==> config.mk <==
export PLATFORM = sky130hd
export DESIGN_NAME = i2s_receiver
export DESIGN_NICKNAME = d
export VERILOG_FILES = /design/src/rtl/i2s_receiver.sv
export SDC_FILE = /design/constraint.sdc
export NUM_CORES = 1
export LEC_CHECK = 0
export BUFFER_PORTS_ARGS = -buffer_cell sky130_fd_sc_hd__buf_2
export CAP_MARGIN = 20
export CELL_PAD_IN_SITES_DETAIL_PLACEMENT = 1
export CELL_PAD_IN_SITES_GLOBAL_PLACEMENT = 1
export CORE_MARGIN = 1.5
export CORE_UTILIZATION = 40
export CTS_BUF_LIST = sky130_fd_sc_hd__clkbuf_16
export CTS_CLUSTER_SIZE = 16
export DETAILED_ROUTE_END_ITERATION = 7
export GPL_TIMING_DRIVEN = 0
export HOLD_SLACK_MARGIN = 0.05
export PLACE_DENSITY_LB_ADDON = 0.1
export SYNTH_ARGS = -nofsm -noshare
export SYNTH_HDL_FRONTEND = slang
export SYNTH_SLANG_ARGS = --single-unit
==> constraint.sdc <==
create_clock -name i_clock -period 2 [get_ports i_clock]
set_input_delay 0.4 -clock i_clock [delete_from_list [all_inputs] [get_ports i_clock]]
set_output_delay 0.4 -clock i_clock [all_outputs]
set_load 0.01 [all_outputs]
==> src/rtl/i2s_receiver.sv <==
// rtl/i2s_receiver.sv - oversampled I2S deserialiser producing parallel left/right sample pairs
module i2s_receiver #(
  parameter int DATA_WIDTH  = 24,
  parameter int SYNC_STAGES = 2
) (
  input  logic                  i_clock,
  input  logic                  i_reset,
  input  logic                  i_bclk,
  input  logic                  i_lrclk,
  input  logic                  i_sdata,
  output logic [DATA_WIDTH-1:0] o_data_left,
  output logic [DATA_WIDTH-1:0] o_data_right,
  output logic                  o_data_valid,
  output logic                  o_frame_error
);

  localparam int CNT_W = $clog2(DATA_WIDTH + 1);

  typedef enum logic [1:0] {ALIGN, SHIFT, WAIT} state_t;

  state_t state, next_state;

  logic [SYNC_STAGES-1:0] bclk_sync, lrclk_sync, sdata_sync;
  logic                   bclk_s, lr_s, sdata_s;
  logic                   bclk_prev, prev_lr;
  logic                   bit_stb, slot_start;

  logic [DATA_WIDTH-2:0]  shift_reg;
  logic [DATA_WIDTH-1:0]  captured_word;
  logic [DATA_WIDTH-1:0]  left_hold;
  logic [CNT_W-1:0]       bit_cnt;
  logic                   channel;
  logic                   left_held;

  logic                   shift_en, word_done, frame_err, start_left, start_right;

  assign bclk_s        = bclk_sync[SYNC_STAGES-1];
  assign lr_s          = lrclk_sync[SYNC_STAGES-1];
  assign sdata_s       = sdata_sync[SYNC_STAGES-1];
  assign bit_stb       = bclk_s & ~bclk_prev;
  assign slot_start    = bit_stb & (lr_s != prev_lr);
  assign captured_word = {shift_reg, sdata_s};

  always_ff @(posedge i_clock) begin
    if (i_reset) begin
      bclk_sync  <= '0;
      lrclk_sync <= '0;
      sdata_sync <= '0;
      bclk_prev  <= 1'b0;
      prev_lr    <= 1'b0;
    end else begin
      bclk_sync  <= {bclk_sync[SYNC_STAGES-2:0], i_bclk};
      lrclk_sync <= {lrclk_sync[SYNC_STAGES-2:0], i_lrclk};
      sdata_sync <= {sdata_sync[SYNC_STAGES-2:0], i_sdata};
      bclk_prev  <= bclk_s;
      if (bit_stb) prev_lr <= lr_s;
    end
  end

  always_ff @(posedge i_clock) begin
    if (i_reset) state <= ALIGN;
    else         state <= next_state;
  end

  always_comb begin
    next_state  = state;
    shift_en    = 1'b0;
    word_done   = 1'b0;
    frame_err   = 1'b0;
    start_left  = 1'b0;
    start_right = 1'b0;
    case (state)
      ALIGN: begin
        if (slot_start && !lr_s) begin
          next_state = SHIFT;
          start_left = 1'b1;
        end
      end
      SHIFT: begin
        // A slot edge here always means the word came up short.
        if (slot_start) begin
          frame_err = 1'b1;
          if (!lr_s) start_left = 1'b1;
          else       next_state = ALIGN;
        end else if (bit_stb) begin
          shift_en = 1'b1;
          if (bit_cnt == CNT_W'(DATA_WIDTH - 1)) begin
            word_done  = 1'b1;
            next_state = WAIT;
          end
        end
      end
      WAIT: begin
        if (slot_start) begin
          if (!lr_s) begin
            next_state = SHIFT;
            start_left = 1'b1;
          end else if (left_held) begin
            next_state  = SHIFT;
            start_right = 1'b1;
          end else begin
            next_state = ALIGN;
          end
        end
      end
      default: next_state = ALIGN;
    endcase
  end

  always_ff @(posedge i_clock) begin
    if (i_reset) begin
      shift_reg     <= '0;
      left_hold     <= '0;
      bit_cnt       <= '0;
      channel       <= 1'b0;
      left_held     <= 1'b0;
      o_data_left   <= '0;
      o_data_right  <= '0;
      o_data_valid  <= 1'b0;
      o_frame_error <= 1'b0;
    end else begin
      o_data_valid  <= 1'b0;
      o_frame_error <= frame_err;
      if (start_left) begin
        channel   <= 1'b0;
        bit_cnt   <= '0;
        left_held <= 1'b0;
      end
      if (start_right) begin
        channel <= 1'b1;
        bit_cnt <= '0;
      end
      if (frame_err && !start_left) left_held <= 1'b0;
      if (shift_en) begin
        shift_reg <= captured_word[DATA_WIDTH-2:0];
        bit_cnt   <= bit_cnt + CNT_W'(1);
      end
      // The right LSB completes the pair; both outputs update in the same cycle.
      if (word_done) begin
        if (!channel) begin
          left_hold <= captured_word;
          left_held <= 1'b1;
        end else begin
          left_held <= 1'b0;
          if (left_held) begin
            o_data_left  <= left_hold;
            o_data_right <= captured_word;
            o_data_valid <= 1'b1;
          end
        end
      end
    end
  end

endmodule

# Yosys cells after proc, flatten, opt, wreduce, memory -nomap -nowiden
# Cells that the tools add are included.
[totals] inputBits=5 reg_bits=114 wordCells=77 out_inout_bits=50
[op_classes] reduce_logical=13 n_bitwise=5 addsub=1 mux=34 eq_ne=9
[ops] op="2-to-1 mux 1 bit" count=23
[ops] op="2-to-1 mux 5 bit" count=3
[ops] op="2-to-1 mux 2 bit" count=6
[ops] op="!= test 3 bit (second input constant)" count=3
[ops] op="case mux 2 bit (3 select lines)" count=1
[ops] op="nonzero test 3 bit" count=2
[ops] op="adder 5 x 1 -> 5 bit (second input constant)" count=1
[ops] op="equality test 5 bit (second input constant)" count=1
[ops] op="AND reduction 5 bit" count=1
[ops] op="!= test 2 bit (second input constant)" count=2
[ops] op="inverter 1 bit" count=3
[ops] op="AND reduction 3 bit" count=1
[ops] op="OR reduction 3 bit" count=1
[ops] op="AND 1 bit" count=2
[ops] op="equality test 2 x 1 -> 1 bit (second input constant)" count=1
[ops] op="equality test 2 bit (second input constant)" count=1
[ops] op="logical AND 1 bit" count=2
[ops] op="zero test 1 bit" count=2
[ops] op="zero test 2 bit" count=1
[ops] op="case mux 1 bit (2 select lines)" count=1
[ops] op="AND reduction 2 bit" count=1
[ops] op="nonzero test 2 bit" count=1
[ops] op="OR reduction 2 bit" count=1
[ops] op="!= test 1 bit" count=1

# Longest topological paths before layout
# Gate-level depths: netlist (run 1).
[logic_depth] word_depth=10 ltp_mapped=8 ltp_nobuf=6

# Worst setup path before layout (run 1)
# Ideal clock, no wire load.
[synth_path] kind="reg-to-reg" start="register state[1]" end="register left_hold[10]" setup_time_ps=128 slack_ps=127 path_stages_with_launch=8 t_arrival_ps=1746 synth_period_minus_slack_ps=1873 required_time_ps=1872 path_cell_list="dfxtp_1 > inv_1 > ha_1 > nand3b_2 > nor4_4 > buf_6 > mux2i_1 > nor2_1"
[synth_between] elab_chain_len=3
[synth_lines] element="start, declared" line="21" text="state_t state, next_state;"
[synth_lines] element="start signal, assigned" line="62" text="else state <= next_state;"
[synth_lines] element="equality test 2 x 1 -> 1 bit" line="72" text="case (state)"
[synth_lines] element="2-to-1 mux 1 bit" line="72"
[synth_lines] element="AND reduction 2 bit (no line)"
[synth_lines] element="end signal, assigned" line="141" text="left_hold <= captured_word;"
[synth_lines] element="end, declared" line="30" text="logic [DATA_WIDTH-1:0] left_hold;"
# Every way passes these cells.
# A chain may end at the register's enable or synchronous reset.

# Worst setup path in the final report (run 1)
[layout_path] start="register bit_cnt[1]" end="register state[0]"
[layout_between] elab_chain_len=3
[layout_lines] element="start, declared" line="31" text="logic [CNT_W-1:0] bit_cnt;"
[layout_lines] element="start signal, assigned" line="136" text="bit_cnt <= bit_cnt + CNT_W'(1);"
[layout_lines] element="equality test 5 bit" line="87" text="if (bit_cnt == CNT_W'(DATA_WIDTH - 1)) begin"
[layout_lines] element="!= test 3 bit (no line)"
[layout_lines] element="AND reduction 5 bit (no line)"
# Every way passes these cells.

==> summary.txt, run 1 <==
Cells and area
  – Antenna fix cells: 0
  – Area Growth Syn to Fin: 26.93%
  – Fin util: a little over half
  – Commonest cells after routing, fill and taps aside: dfxtp_1, nor2_1, mux2i_1, buf_2, nand2_1
  – Most common cell after layout, fill and taps aside: dfxtp_1
  – Finished Layout Cells: about 650
  – Largest regs: left_hold: 24 flops, o_data_left: 24 flops, o_data_right: 24 flops
  – Share of cells above drive strength 1: between 20 and 25%
  – Nets: between 500 and 600

Logic synthesis
  – Post-synth top area cell: dfxtp_1
  – Syn_nets: 437
  – #FFs+latches synth: 114
  – Cell area after synthesis: 4247 um^2
  – Yosys warning total: 0
  – Post-synth top area share: 53.74%
  – Yosys cell types: 33
  – Synth area leaders: dfxtp_1, mux2i_1, nor2_1
  – Register area share after synthesis: 53.74%
  – Syn Inst Count: around 430
  – Synth Area per Inst: 9.945 um^2

Routing
  – Iteration-0 DRC Markers: 111
  – DRT Wirelength: between 10000 and 15000 um
  – 1st-pass router iterations: 4
  – DR vias: 3196
  – Drc violations: 0
  – Wire per inst: between 15 and 20 um
  – Routed vias/inst: 4.894
  – Routed Antenna Nets: 0

Setup path
  – Cells along the critical path: ha_4 > nand4b_4 > maj3_2 > a221oi_4 > mux2_1
  – WP buf/inv: 0
  – Crit-path max FO: 5
  – Arr. time, crit path: 2.18 ns
  – Setup crit start kind: register
  – Critical path's slowest cell: dfxtp_1
  – Worst EP required: 2.29 ns
  – Crit-path leading delay family: adder cells
  – CP max stage delay: 0.41 ns
  – WS Path Type: reg -> reg
  – CP Capture Type: register

Power and ir drop
  – Switching pwr: 1.146 mW
  – Worst vdd ir: 0.4867 mV
  – Sw frac: 21.78%
  – Pwr/cell area: 975.9 nW/um^2
  – Pint: between 4 and 5 mW
  – Sequential Power Share: 43.4%
  – Comb pwr share: 1.4%
  – Leakage power: 2.068 nW
  – Clk pwr share: 55.2%
  – Power Total: 5.260 mW

Flow run
  – Max-cap violations: 0

Status
  – Outcome: finished, final reports clean

Placed design
  – Port-buffer cells: 53
  – DP Cell Count: 616
  – Final GP Congestion: 0.7367
  – DP Wirelength: 6731 um

Hold path
  – Hold/Removal Path Class: in -> reg

Global routing
  – Total gr overflow: 0
  – First-pass GRT wire length: 17060 um
  – Initial antenna violation count: 0
  – Total GRT Usage: about a fifth
  – Largest net degree at the start of global routing: 17
  – Vias in the first global route: 3317

STA
  – Slew Limit Headroom: around three fifths
  – Final Hold Vio Count: 0
  – Fmax: approximately 530 MHz
  – Max Slew Vio Count: 0
  – Worst Max-Slew Pin Slew: about 0.63 ns
  – Final Skew: 0.008213 ns
  – RSZ-0062 raised after global routing: false
  – TNS Setup: 0 ns
  – Final setup viols: 0
  – Tmin final: around 1.9 ns
  – Tcrit/Tclk final: 94.43%

Die
  – Die Span Y: roughly 110 um
  – Row cnt: 37
  – Core box area: 10320 um^2
  – Horiz. Die Dim: 106.0 um
  – Num ports: 55
  – Initial Util: 41.13%
  – Die area: about 11000 um^2

Clock tree
  – Clock Pin Slew Worst Setup and Hold Paths: 0.05 ns
  – Cts bufs inserted: 17
  – H-tree depth: 4
  – # clock sinks: 114
  – CTS Buffer Depth: 2
  – CTS tree: built
  – CTS root buffer: clkbuf_16
  – Clock latency on the worst-skew pair: 0.41 ns
[cell type report]
cell class,instances,area (um^2)
fillers,1171,4933
flip-flops and latches,114,2283
well taps,136,170.2
inverters,5,18.77
repair buffers,58,310.3
clock buffers,17,425.4
multi-input cells,282,1856
clock inverters,15,143.9
plain buffers,26,182.7
[timing repair]
| item | 4_1_cts | 5_1_grt |
|---|---|---|
| gates resized for setup | 5 | 17 |
| setup endpoints to repair | 89 | 64 |
| hold buffers | 0 | 0 |
| cloned | 0 | 0 |
| pin swaps | 2 | 1 |
| buffers inserted | 3 | 2 |
[Yosys cell counts (all sizes together)]
master     n
nor3       2
nor4       2
o21bai     1
dfxtp    114
nand2b     3
ha         5
nand3b     2
nor2      77
inv        5
or4        1
o2111ai    1
maj3       1
xor2       1
mux2i     73
a21oi     30
clkbuf    14
nand4b     1
or3        2
nand2     54
nand3      4
nor2b     10
or2        1
nand4      3
a221oi     1
a41oi      2
buf       12
mux2       1
or2b       1
a311oi     3
[worst register-to-register path, delay by kind of cell (launching register included)]
kind | cells | cell delay (ns)
compound gates | 1 | 0.28
fa+ha+maj | 2 | 0.56
flops | 1 | 0.41
mux | 1 | 0.35
simple gates | 1 | 0.17
[per-stage QoR]
step	worst slack, ns	cell area, um^2	hold slack, ns
after floorplan	0.1267	4247	0.4138
after global placement	-0.2136	4682	0.4201
after detailed placement	-0.2955	4682	0.4275
after CTS	0.001268	5293	0.1970
after global routing	0.01356	5390	0.2189
final	0.1114	5390	0.2078
[power groups by stage]
stage          clock [mW]  combinational [mW]  sequential [mW]
2_1_floorplan           0              0.0460             2.33
3_3_place_gp            0              0.0719             2.33
3_5_place_dp            0              0.0729             2.33
4_1_cts              2.96              0.0741             2.28
5_1_grt              3.05              0.0808             2.28
6_report             2.90              0.0730             2.28
[path summary, 6_finish.rpt]
check / cells past startpoint / end / slack [ns] / from
setup reg to reg: 5 / state[0] / 0.11 / bit_cnt[1]
hold / removal: 2 / bclk_sync[0] / 0.21 / i_bclk
setup / recovery: 5 / state[0] / 0.11 / bit_cnt[1]
hold reg to reg: 1 / bclk_sync[1] / 0.44 / bclk_sync[0]
[kinds of logic after synthesis]
kind of cell	Yosys count	share of synthesized area [%]
buf+inv	31	3.918
simple gates	163	17.44
mux	74	17.47
flops	114	53.74
fa+ha+maj	6	1.738
xor+xnor	1	0.3831
compound gates	38	5.304
[routing by layer]
layer	track usage, %	wire length [um]	part of all wire (%)
met1	23.16	4631	45
met2	33.95	5022	49
met3	4.537	330	3.2
met4	9.363	220	2.2
met5	0	0	0
Power figures use the tool's default switching activity.
==> run 2: changes to the inputs <==
--- a/config.mk
+++ b/config.mk
@@ -9,6 +9,7 @@
 export CAP_MARGIN = 20
 export CELL_PAD_IN_SITES_DETAIL_PLACEMENT = 1
 export CELL_PAD_IN_SITES_GLOBAL_PLACEMENT = 1
+export CORE_ASPECT_RATIO = 0.5
 export CORE_MARGIN = 1.5
 export CORE_UTILIZATION = 40
 export CTS_BUF_LIST = sky130_fd_sc_hd__clkbuf_16
==> run 2 against run 1 <==
  * Hold slack lost 0.0031 ns
  * Critical path depth did not move
  * Clock power increased by 6%
  * Total power is 3.2% higher
  * Maximum frequency is 1.1% lower
  * Clock skew fell by 0.0018 ns
  * Sequential power about the same
  * First-iteration DRC count rose by 6.3%
  * Via count shrank 0.91%
  * Non-clock buffer count grew 2
  * Critical endpoint unchanged
==> summary.txt, run 2 (synthesis results as in run 1) <==
Cells and area
  – Fillers: 1161
  – Finished Layout Cells: about 660
  – Register area: 2283 um^2
  – Nets: 516
  – Area Growth Syn to Fin: 27.58%
  – Largest regs: left_hold: 24 flops, o_data_left: 24 flops, o_data_right: 24 flops
  – Antenna fix cells: 0
  – Fin area: 5418 um^2
  – Commonest cells after routing, fill and taps aside: dfxtp_1, nor2_1, mux2i_1, buf_2, nand2_1
  – Fin util: 52.70%
  – Share of cells above drive strength 1: between 20% and 30%
  – Most common cell after layout, fill and taps aside: dfxtp_1
  – Area of the multi-input gates: roughly 1900 um^2

Clock tree
  – # clock sinks: 114
  – Clock latency on the worst-skew pair: 0.40 ns
  – Clock Pin Slew Worst Setup and Hold Paths: around 0.05 ns
  – Cts bufs inserted: 17
  – Hold-fix buffers, CTS: 0
  – CTS Buffer Depth: 2
  – H-tree depth: 4
  – CTS tree: built
  – CTS root buffer: clkbuf_16

Setup path
  – Setup crit start kind: register
  – WS Path Type: reg -> reg
  – Crit-path max FO: 5
  – CP Capture Type: register
  – Arr. time, crit path: 2.20 ns
  – Worst EP required: 2.29 ns

Global routing
  – Total gr overflow: 0
  – M3 GR Usage: 4.551%
  – First-pass GRT wire length: 15860 um
  – Initial antenna violation count: 0
  – GRT busiest layer: met2
  – Met1 Track Usage GR: 25.46%
  – Vias in the first global route: approximately 3000
  – Grt met2 use: between 20% and 30%
  – Total GRT Usage: 19.00%
  – Largest net degree at the start of global routing: 17

STA
  – Fmax: about 520 MHz
  – Tcrit/Tclk final: between 90% and 100%
  – Final Skew: 0.006399 ns
  – Final setup viols: 0
  – Tmin final: 1.909 ns
  – Final Hold Vio Count: 0
  – Max Slew Vio Count: 0
  – Worst Max-Slew Pin Slew: 0.6321 ns
  – Slew Limit Headroom: around 58%

Power and ir drop
  – Pwr/cell area: 1002 nW/um^2
  – Leakage power: 2.093 nW
  – Worst vdd ir: 0.6245 mV

Placed design
  – Placed Area: 4687 um^2
  – Port-buffer cells: 53
  – Final GP Congestion: 0.7131
  – DP Cell Count: 620
  – DP Wirelength: roughly 6700 um

Routing
  – Drc violations: 0
  – 1st-pass router iterations: 4
  – DRT Wirelength: 10150 um
  – DR vias: 3167
  – Routed Antenna Nets: 0
  – Routed vias/inst: 4.806
  – Iteration-0 DRC Markers: 118
  – Wire per inst: 15.40 um

Flow run
  – Max-cap violations: 0

Die
  – Core box area: 10280 um^2
  – Horiz. Die Dim: 148.7 um
  – Row cnt: 26
  – Num ports: 55
  – Initial Util: roughly two fifths
  – Die area: 11280 um^2
  – Die Span Y: 75.86 um

Status
  – Outcome: finished, final reports clean

Hold path
  – Hold/Removal Path Class: in -> reg
## run 2: changes by cell type in the layout (fill, tap and decap cells not counted)
cell / change
bufinv_16: +2
buf_12: -2
clkinv_1: +3
inv_6: -2
mux2i_4: -1
xor2_2: -1
buf_4: +4
clkinvlp_4: -2
mux2i_2: +1
clkinv_4: -1
xor2_4: +1
## run 2: worst paths after layout
check / from / depth (start not counted) / to / slack [ns]
worst max-delay path: bit_cnt[0] / 5 / state[0] / 0.09
worst min-delay path: i_sdata / 2 / sdata_sync[0] / 0.20
worst max register to register: bit_cnt[0] / 5 / state[0] / 0.09
worst min register to register: bclk_sync[0] / 1 / bclk_sync[1] / 0.44
## run 2: layer usage
metal / share of wire [%] / vias to the layer above
met5: 0 / -
met1: 51 / 1517
met4: 1.5 / 0
met2: 45 / 42
li1: - / 1593
met3: 2.9 / 15
## run 2: worst max-delay path, cell delays in order (launching register included)
cell      delay (ns)
dfxtp_1         0.43
ha_4            0.20
nand4b_4        0.16
maj3_2          0.37
a221oi_4        0.29
mux2_1          0.34
## run 2: final cells by class
type / count / area share [%]
Clock buffer: 17 / 7.852
Buffer: 26 / 3.048
Timing Repair Buffer: 60 / 5.866
Clock inverter: 15 / 3.210
Inverter: 5 / 0.3464
Sequential cell: 114 / 42.15
Multi-Input combinational cell: 282 / 34.30
Tap cell: 140 / 3.233
## run 2: where the power goes
part           leakage [nW]  switching [mW]  internal [mW]
logic                 0.876          0.0571         0.0178
clock network         0.297            1.02           2.05
registers             0.919         0.00550           2.28
## run 2: stage by stage
| step | setup slack (ns) | TNS (ns) | hold WS [ns] | power (mW) |
|---|---|---|---|---|
| 6_report | 0.09090 | 0 | 0.2047 | 5.427 |
| 2_1_floorplan | 0.1267 | 0 | 0.4138 | 2.376 |
| 3_5_place_dp | -0.3235 | -16.45 | 0.4313 | 2.405 |
| 5_1_grt | -0.003018 | -0.003018 | 0.2054 | 5.617 |
| 4_1_cts | 0.0008229 | 0 | 0.1919 | 5.488 |
| 3_3_place_gp | -0.2319 | -10.05 | 0.4163 | 2.405 |
## run 2: what timing repair did
action	in CTS	in global routing
gates resized for setup	7	10
endpoints found under the setup margin	95	52
pin swaps	2	1
buffers inserted	5	2
==> run 3: changes to the inputs <==
--- a/config.mk
+++ b/config.mk
@@ -5,13 +5,13 @@
 export SDC_FILE = /design/constraint.sdc
 export NUM_CORES = 1
 export LEC_CHECK = 0
-export BUFFER_PORTS_ARGS = -buffer_cell sky130_fd_sc_hd__buf_2
-export CAP_MARGIN = 20
+export BUFFER_PORTS_ARGS = -buffer_cell sky130_fd_sc_hd__clkbuf_2
+export CAP_MARGIN = 0
 export CELL_PAD_IN_SITES_DETAIL_PLACEMENT = 1
-export CELL_PAD_IN_SITES_GLOBAL_PLACEMENT = 1
+export CELL_PAD_IN_SITES_GLOBAL_PLACEMENT = 2
 export CORE_ASPECT_RATIO = 0.5
 export CORE_MARGIN = 1.5
-export CORE_UTILIZATION = 40
+export CORE_UTILIZATION = 32
 export CTS_BUF_LIST = sky130_fd_sc_hd__clkbuf_16
 export CTS_CLUSTER_SIZE = 16
 export DETAILED_ROUTE_END_ITERATION = 7
==> run 3 against run 2 <==
  * Wire length increased by 1.1%
  * Critical endpoint unchanged
  * Non-clock buffer count decreased by 4
  * Die area increased by 24%
  * Sequential power about the same
  * Setup slack improved by 0.032 ns
  * Utilization decreased by 10 points
  * Design area about the same
  * Hold slack improved by 0.0050 ns
==> summary.txt, run 3 (synthesis results as in run 1) <==
Cells and area
  – Antenna fix cells: 0
  – Register area: 2283 um^2
  – Area Growth Syn to Fin: 27.52%
  – Largest regs: left_hold: 24 flops, o_data_left: 24 flops, o_data_right: 24 flops
  – Finished Layout Cells: between 600 and 700
  – Most common cell after layout, fill and taps aside: dfxtp_1
  – Area of the multi-input gates: roughly 1800 um^2
  – Nets: between 500 and 600
  – Commonest cells after routing, fill and taps aside: dfxtp_1, nor2_1, mux2i_1, clkbuf_2, nand2_1
  – Fillers: between 1000 and 1500
  – Fin util: between 40% and 50%
  – Share of cells above drive strength 1: a little over a fifth

Power and ir drop
  – Worst vdd ir: between 0.6 and 0.7 mV
  – Power Total: 5.382 mW
  – Pwr/cell area: 993.9 nW/um^2
  – Leakage power: around 2 nW

STA
  – Hold Worst Slack: approximately 0.21 ns
  – Max Slew Vio Count: 0
  – Final setup viols: 0
  – Final Hold Vio Count: 0
  – Final Skew: 0.009764 ns
  – RSZ-0062 raised after global routing: false
  – Tmin final: 1.877 ns
  – Slew Limit Headroom: 56.69%
  – Worst Max-Slew Pin Slew: 0.6497 ns
  – Final worst setup slack: 0.1229 ns
  – Fmax: between 500 and 600 MHz
  – Tcrit/Tclk final: 93.85%

Placed design
  – Port-buffer cells: 53
  – Place WS: -0.2995 ns
  – DP Cell Count: 650
  – Final GP Congestion: 0.6942
  – DP Wirelength: around 7100 um

Die
  – Horiz. Die Dim: 165.9 um
  – Num ports: 55
  – Row cnt: 29
  – Initial Util: 33.15%
  – Core box area: 12810 um^2
  – Die Span Y: 84.46 um
  – Die area: between 10000 and 15000 um^2

Global routing
  – Vias in the first global route: 3183
  – Total GRT Usage: 15.83%
  – Largest net degree at the start of global routing: 20
  – Total gr overflow: 0
  – Initial antenna violation count: 0
  – First-pass GRT wire length: ~17000 um

Clock tree
  – Hold-fix buffers, CTS: 0
  – Clock Pin Slew Worst Setup and Hold Paths: 0.06 ns
  – CTS Buffer Depth: 2
  – CTS tree: built
  – CTS root buffer: clkbuf_16
  – Clock latency on the worst-skew pair: 0.41 ns
  – Cts bufs inserted: 17
  – H-tree depth: 4
  – # clock sinks: 114

Setup path
  – Worst Setup SP: bit_cnt[1]
  – Reg2Reg Setup Slack: between 0.1 and 0.15 ns
  – Arr. time, crit path: ~2.2 ns
  – Reg2reg path depth: 5
  – Critical path destination: state[0]
  – RR Endpoint: state[0]
  – Crit-path max FO: 5
  – Worst EP required: between 2 and 2.5 ns
  – CP Capture Type: register
  – WS Path Type: reg -> reg
  – Worst r2r src: bit_cnt[1]
  – Setup crit start kind: register

Routing
  – Routed Antenna Nets: 0
  – DRT Wirelength: 10260 um
  – DR vias: 3138
  – Routed vias/inst: 4.588
  – Iteration-0 DRC Markers: 80
  – Drc violations: 0
  – 1st-pass router iterations: 4
  – Wire per inst: 15.00 um

Status
  – Outcome: finished, final reports clean

Hold path
  – Hold/Removal Path Class: in -> reg

Flow run
  – Max-cap violations: 0
[run 3: report_power, final]
part	switching (mW)	leakage, nW	internal [mW]
Clock	1.08	0.279	1.94
Combinational	0.0581	0.809	0.0172
Sequential	0.00478	0.920	2.28
[run 3: metrics by stage]
step | instance area, um^2 | setup TNS [ns]
after floorplan | 4247 | 0
after global placement | 4725 | -13.13
after detailed placement | 4725 | -16.57
after CTS | 5348 | 0
after global routing | 5415 | 0
final | 5415 | 0
[run 3: final cells by class]
type                    count  share of cell area (%)
inverters                   5                  0.3466
well taps                 170                   3.928
repair buffers             57                   5.684
clock buffers              17                   7.856
flip-flops and latches    114                   42.17
clock inverters            14                   3.050
plain buffers              25                   2.934
multi-input cells         282                   34.03
[run 3: timing repair]
item                       CTS  global route
setup endpoints to repair   95            76
gates resized for setup      5            10
setup buffers                2             2
pin swaps                    2             1
[run 3: worst min-delay path by stage]
stage	cells after the start	start	to
floorplan	1	bclk_sync[0]	bclk_sync[1]
global route	2	i_bclk	bclk_sync[0]
CTS	2	i_bclk	bclk_sync[0]
detailed placement	1	sdata_sync[0]	sdata_sync[1]
finish	2	i_bclk	bclk_sync[0]
global placement	1	sdata_sync[0]	sdata_sync[1]
[run 3: per-layer routing]
layer	GRT usage (%)	share of wire, %
met1	21.07	52
met2	24.24	44
met3	4.715	3.1
met4	6.143	0.96
met5	0	0
[run 3: critical path: stages (launching register included)]
cell      delay, ns
dfxtp_1        0.42
ha_4           0.20
nand4b_4       0.16
maj3_2         0.37
a221oi_4       0.27
mux2_1         0.35
